<file path="src/rtl/xpar_monitor.sv">
`timescale 1ns/1ps
// xpar_monitor: harness block on the picoVersat parallel interface.
// Serves core reads from a host-loadable response memory, mirrors and logs
// core writes, and measures run length from start to trap with a watchdog.
module xpar_monitor #(
    parameter int unsigned DATA_W      = 32,
    parameter int unsigned ADDR_W      = 4,
    parameter int unsigned LOG_DEPTH_W = 4,
    parameter int unsigned CNT_W       = 32
) (
    input  logic              clk,
    input  logic              rst,
    input  logic              start,
    input  logic [CNT_W-1:0]  timeout_lim,
    input  logic              trap,
    input  logic [ADDR_W-1:0] par_addr,
    input  logic              par_we,
    input  logic [DATA_W-1:0] par_out,
    output logic [DATA_W-1:0] par_in,
    input  logic              host_we,
    input  logic              host_sel,
    input  logic [ADDR_W-1:0] host_addr,
    input  logic [DATA_W-1:0] host_wdata,
    output logic [DATA_W-1:0] host_rdata,
    input  logic              log_pop,
    output logic              log_valid,
    output logic [ADDR_W-1:0] log_addr,
    output logic [DATA_W-1:0] log_data,
    output logic              log_overflow,
    output logic [CNT_W-1:0]  cycles,
    output logic [1:0]        state
);

    localparam int unsigned MemWords = 2 ** ADDR_W;
    localparam int unsigned LogWords = 2 ** LOG_DEPTH_W;
    localparam int unsigned EntW     = ADDR_W + DATA_W;
    localparam logic [LOG_DEPTH_W:0] LogFull = {1'b1, {LOG_DEPTH_W{1'b0}}};

    typedef enum logic [1:0] {
        StIdle    = 2'b00,
        StRun     = 2'b01,
        StDone    = 2'b10,
        StTimeout = 2'b11
    } state_e;

    state_e                 state_q, state_d;
    logic [CNT_W-1:0]       cycles_q, cycles_d;
    logic [CNT_W-1:0]       cnt_inc;

    logic [DATA_W-1:0]      resp_mem_q   [MemWords];
    logic [DATA_W-1:0]      resp_mem_d   [MemWords];
    logic [DATA_W-1:0]      mirror_mem_q [MemWords];
    logic [DATA_W-1:0]      mirror_mem_d [MemWords];
    logic [EntW-1:0]        log_mem_q    [LogWords];
    logic [EntW-1:0]        log_mem_d    [LogWords];

    logic [LOG_DEPTH_W-1:0] wr_ptr_q, wr_ptr_d;
    logic [LOG_DEPTH_W-1:0] rd_ptr_q, rd_ptr_d;
    logic [LOG_DEPTH_W:0]   log_cnt_q, log_cnt_d;
    logic                   overflow_q, overflow_d;
    logic                   log_empty, log_full;
    logic                   push_req, do_push, do_pop;

    logic [DATA_W-1:0]      par_in_q, par_in_d;
    logic [DATA_W-1:0]      host_rdata_q, host_rdata_d;

    // Run state machine and cycle counter; start always restarts a run.
    always_comb begin
        cnt_inc  = cycles_q + CNT_W'(1);
        state_d  = state_q;
        cycles_d = cycles_q;
        if (start) begin
            state_d  = StRun;
            cycles_d = '0;
        end else if (state_q == StRun) begin
            if (!(&cycles_q)) begin
                cycles_d = cnt_inc;
            end
            // Trap has priority over the watchdog. A saturated counter wraps
            // cnt_inc to zero, which never matches a non-zero limit.
            if (trap) begin
                state_d = StDone;
            end else if ((timeout_lim != '0) && (cnt_inc == timeout_lim)) begin
                state_d = StTimeout;
            end
        end
    end

    // Memory write ports: host loads responses, core writes land in the mirror.
    always_comb begin
        resp_mem_d   = resp_mem_q;
        mirror_mem_d = mirror_mem_q;
        if (host_we) begin
            resp_mem_d[host_addr] = host_wdata;
        end
        if (par_we) begin
            mirror_mem_d[par_addr] = par_out;
        end
    end

    // Registered read ports; reads see pre-write contents on collisions.
    always_comb begin
        par_in_d     = resp_mem_q[par_addr];
        host_rdata_d = host_sel ? mirror_mem_q[host_addr] : resp_mem_q[host_addr];
    end

    // Show-ahead write log; start flushes it and drops any coinciding push.
    always_comb begin
        log_empty  = (log_cnt_q == '0);
        log_full   = (log_cnt_q == LogFull);
        do_pop     = log_pop && !log_empty && !start;
        push_req   = par_we && (state_q == StRun) && !start;
        // A pop in the same cycle frees the slot a full-log push needs.
        do_push    = push_req && (!log_full || do_pop);
        log_mem_d  = log_mem_q;
        wr_ptr_d   = wr_ptr_q;
        rd_ptr_d   = rd_ptr_q;
        log_cnt_d  = log_cnt_q;
        overflow_d = overflow_q;
        if (start) begin
            wr_ptr_d   = '0;
            rd_ptr_d   = '0;
            log_cnt_d  = '0;
            overflow_d = 1'b0;
        end else begin
            if (do_push) begin
                log_mem_d[wr_ptr_q] = {par_addr, par_out};
                wr_ptr_d            = wr_ptr_q + LOG_DEPTH_W'(1);
            end
            if (do_pop) begin
                rd_ptr_d = rd_ptr_q + LOG_DEPTH_W'(1);
            end
            case ({do_push, do_pop})
                2'b10:   log_cnt_d = log_cnt_q + (LOG_DEPTH_W + 1)'(1);
                2'b01:   log_cnt_d = log_cnt_q - (LOG_DEPTH_W + 1)'(1);
                default: log_cnt_d = log_cnt_q;
            endcase
            if (push_req && !do_push) begin
                overflow_d = 1'b1;
            end
        end
    end

    // Control and read-data registers with asynchronous reset.
    always_ff @(posedge clk or negedge rst) begin
        if (!rst) begin
            state_q      <= StIdle;
            cycles_q     <= '0;
            wr_ptr_q     <= '0;
            rd_ptr_q     <= '0;
            log_cnt_q    <= '0;
            overflow_q   <= 1'b0;
            par_in_q     <= '0;
            host_rdata_q <= '0;
        end else begin
            state_q      <= state_d;
            cycles_q     <= cycles_d;
            wr_ptr_q     <= wr_ptr_d;
            rd_ptr_q     <= rd_ptr_d;
            log_cnt_q    <= log_cnt_d;
            overflow_q   <= overflow_d;
            par_in_q     <= par_in_d;
            host_rdata_q <= host_rdata_d;
        end
    end

    // Storage arrays keep their contents across reset.
    always_ff @(posedge clk) begin
        resp_mem_q   <= resp_mem_d;
        mirror_mem_q <= mirror_mem_d;
        log_mem_q    <= log_mem_d;
    end

    assign par_in                = par_in_q;
    assign host_rdata            = host_rdata_q;
    assign log_valid             = !log_empty;
    assign {log_addr, log_data}  = log_mem_q[rd_ptr_q];
    assign log_overflow          = overflow_q;
    assign cycles                = cycles_q;
    assign state                 = state_q;

endmodule

</file>
<file path="config.mk">
export PLATFORM = sky130hd
export DESIGN_NAME = xpar_monitor
export DESIGN_NICKNAME = d
export VERILOG_FILES = /design/src/rtl/xpar_monitor.sv
export SDC_FILE = /design/constraint.sdc
export NUM_CORES = 2
export LEC_CHECK = 0
export CAP_MARGIN = 5
export CORE_MARGIN = 3
export CORE_UTILIZATION = 35
export CTS_BUF_LIST = sky130_fd_sc_hd__clkbuf_16
export DETAILED_ROUTE_END_ITERATION = 12
export SLEW_MARGIN = 20
export SYNTH_ARGS = -nofsm -noshare
export SYNTH_HDL_FRONTEND = slang
export SYNTH_SLANG_ARGS = --single-unit
export TNS_END_PERCENT = 10
</file>
<file path="constraint.sdc">
create_clock -name clk -period 4.8 [get_ports clk]
set_clock_uncertainty 0.1 [all_clocks]
set_input_delay 0.96 -clock clk [delete_from_list [all_inputs] [get_ports clk]]
set_output_delay 0.96 -clock clk [all_outputs]
set_load 0.02 [all_outputs]
</file>
==> flow_metrics.tcl <==
set metrics [dict create \
    grt_max_degree 83 \
    htreeDepth 4 \
    yosysSeqAreaShare 0.728 \
    total_power_mw 33.5 \
    final_cell_mix "1600 x edfxtp_1, 552 x mux4_2, 217 x clkdlybuf4s50_1, 175 x clkbuf_16, 128 x mux2i_1" \
    worstHoldPathType "in -> async" \
    yosysUniqueCellTypes 65 \
    critPathLaunchType "flip-flop" \
    worst_pin_slew_ns 1.12 \
    grt_pass1_vias 35695 \
    cp-end-kind "output port" \
    io_buffers 247 \
    wl_met1_um 68900 \
    grt_first_pass_wirelength_um 252000 \
    power.density_nw_per_um2 409 \
    clkLatencyLatePin_ns 0.80 \
    met2_length_um 90700 \
    start_util 0.353 \
    min_period_ns 4.60 \
    cts_resized 0 \
    avgSynthCellArea_sq_um 21.2 \
    drc 0 \
    dominantRegCellSynth "edfxtp_1" \
    p_sw_frac 0.235 \
    place_hpwl_um 100000 \
    ant_nets 0 \
    p_switching_mw 7.87 \
    wl_per_cell_um 26.9 \
    wl_met3_um 8880 \
    synth_cells 3292 \
    regToRegSetupSlack_ns 1.74 \
    instances_no_fill 6450 \
    postLayoutCellArea_sq_um 82000 \
    clockBufferDepth 3 \
    vias 34530 \
    yosysWarnings 0 \
    crit_chain "buf_4 -> nand2_1 -> a21oi_1 -> a22oi_1 -> nand2_1 -> clkdlybuf4s50_1" \
    crit_type "reg -> out" \
    place_area_sq_um 76600 \
    die_x_um 453 \
    grt_overflow_total 0 \
    drtIter0Drc 3010 \
    io_pins 248 \
    crit_path_frequent_cell "nand2_1" \
    cap_violations 0 \
    path_clk_slew_ns 0.06 \
    cts_tree "built" \
    relSlewSlack 0.250 \
    place_congestion 0.798 \
    rsz0062_at_grt "no" \
    crit_family "flip-flops" \
    grt_usage 0.168 \
    ir_worst_vdd_v 0.000300 \
    dp.cells 6122 \
    layout-drive-gt1-share 0.287 \
    postSynth.asyncResetShare 0.0654 \
    arrival_ns 3.54 \
    final_common_cell "edfxtp_1" \
    die_y_um 453 \
    numCtsBuffers 173 \
    synth_edf_count 1600 \
    grt_antenna_before_repair 16 \
    core_area_sq_um 198000 \
    status "complete, no violations" \
    wl_um 174000 \
    top_layer "met5" \
    routed_via_density 5.35 \
    cp_max_fo 40 \
    setup_viol 0 \
    std_cell_rows 163 \
    cts_sinks 1712 \
    ys_ff_latch 1712 \
    slew_viol_final 0 \
    netlist_area_sq_um 69900 \
    fmax_mhz 217 \
    area_delta_synth_final_pct 17.3 \
    nets 3780 \
    power_frac_seq 0.501 \
    pwr-share-comb 0.116 \
    root_buffer "clkbuf_16" \
    drtPass1Iterations 6 \
    post-route-period-util 0.959 \
    synthesis.nets 3414 \
    power_frac_clock 0.383 \
    p_int_mw 25.7 \
    worst_ep_required_time_ns 3.74 \
    static-leakage-power_nw 25.9 \
    path_buf_inv 2 \
    slowest_delay_ns 0.96 \
    hold_viol 0 \
    cp_slowest_cell "dfrtp_2" \
    final_util 0.414 \
    dieArea_sq_um 205000 \
]
==> final timing paths <==
check	start	endpoint	depth (start not counted)
worst max-delay path	rd_ptr_q[3]	log_data[18]	6
worst min-delay path	rst	par_in[8]	1
worst max register to register	cycles[0]	state[1]	8
worst min register to register	log_overflow	log_overflow	2
max in group asynchronous	rst	host_rdata[21]	2
min in group clk	log_overflow	log_overflow	2
==> logic make-up (layout without fill, tap and decap cells) <==
group,count (synthesis),count (layout),share of synthesized area
multiplexers,735,735,0.205
AO/OA/AOI/OAI,212,212,0.0197
adder cells (fa/ha/maj),10,10,0.00190
buffers and inverters,210,721,0.0120
XOR/XNOR,82,82,0.0103
flip-flops,1712,1712,0.728
other,0,7,0
AND/OR/NAND/NOR,331,331,0.0230
==> worst reg2reg max path, stage by stage, from the launching register on <==
cell	delay, ns
dfrtp_1	0.49
ha_1	0.40
nand4_1	0.31
nor4_1	0.79
nand3_1	0.18
xnor2_1	0.17
nand4_1	0.12
nor4_1	0.29
a31o_1	0.18
==> state kept, by name, summed over array words and instances, names as in the netlist <==
name	count
log_mem_q	576
mirror_mem_q	512
resp_mem_q	512
cycles	32
host_rdata	32
par_in	32
log_cnt_q	5
rd_ptr_q	4
wr_ptr_q	4
state	2
log_overflow	1
==> Yosys cell counts (all sizes together), types with 23 or more instances <==
library cell	count	share of area
a21oi	45	0.0032
a221oi	36	0.0045
a22oi	37	0.0040
buf	61	0.0039
clkbuf	137	0.0074
dfrtp	112	0.040
edfxtp	1600	0.69
mux2	55	0.0089
mux2i	128	0.018
mux4	552	0.18
nand2	104	0.0056
nor2	101	0.0054
nor3	23	0.0020
o21ai	67	0.0048
xnor2	46	0.0058
xor2	36	0.0045
==> layout make-up <==
class / count / area, sq um
Multi-Input combinational cell: 1370 / 18500
Sequential cell: 1712 / 50900
Tap cell: 2640 / 3300
Timing Repair Buffer: 389 / 3810
Clock buffer: 175 / 4380
Antenna cell: 7 / 17.5
Inverter: 12 / 45.0
Clock inverter: 145 / 1030
Fill cell: 17220 / 116000
==> per-stage QoR <==
| stage | setup slack (ns) | hold WS [ns] | setup TNS [ns] |
|---|---|---|---|
| after floorplan | -0.299 | 0.394 | -44.88 |
| after global placement | 0.933 | 0.406 | 0 |
| after detailed placement | 0.954 | 0.416 | 0 |
| after CTS | 0.0532 | 0.0595 | 0 |
| after global routing | 0.0645 | 0.0804 | 0 |
| final | 0.198 | 0.0649 | 0 |
==> metal layers <==
metal | vias up | GRT usage
met5 | - | 0
met4 | 8 | 0.0540
met3 | 249 | 0.0289
met2 | 966 | 0.292
met1 | 18667 | 0.213
li1 | 14640 | -
==> repair_timing <==
item	in CTS	in global routing
endpoints found under the setup margin	0	5
setup buffers	0	1
endpoints found under the hold margin	0	0
hold buffers	0	0
==> power groups by stage <==
stage                     combinational, mW  sequential [mW]  clock [mW]
after global placement                 3.93             17.1           0
after global routing                   4.14             16.8        13.7
final                                  3.89             16.8        12.8
after floorplan                        2.30             17.1           0
after CTS                              3.96             16.8        13.2
after detailed placement               3.94             17.1           0
No activity file was read; power rests on OpenSTA's default activity.
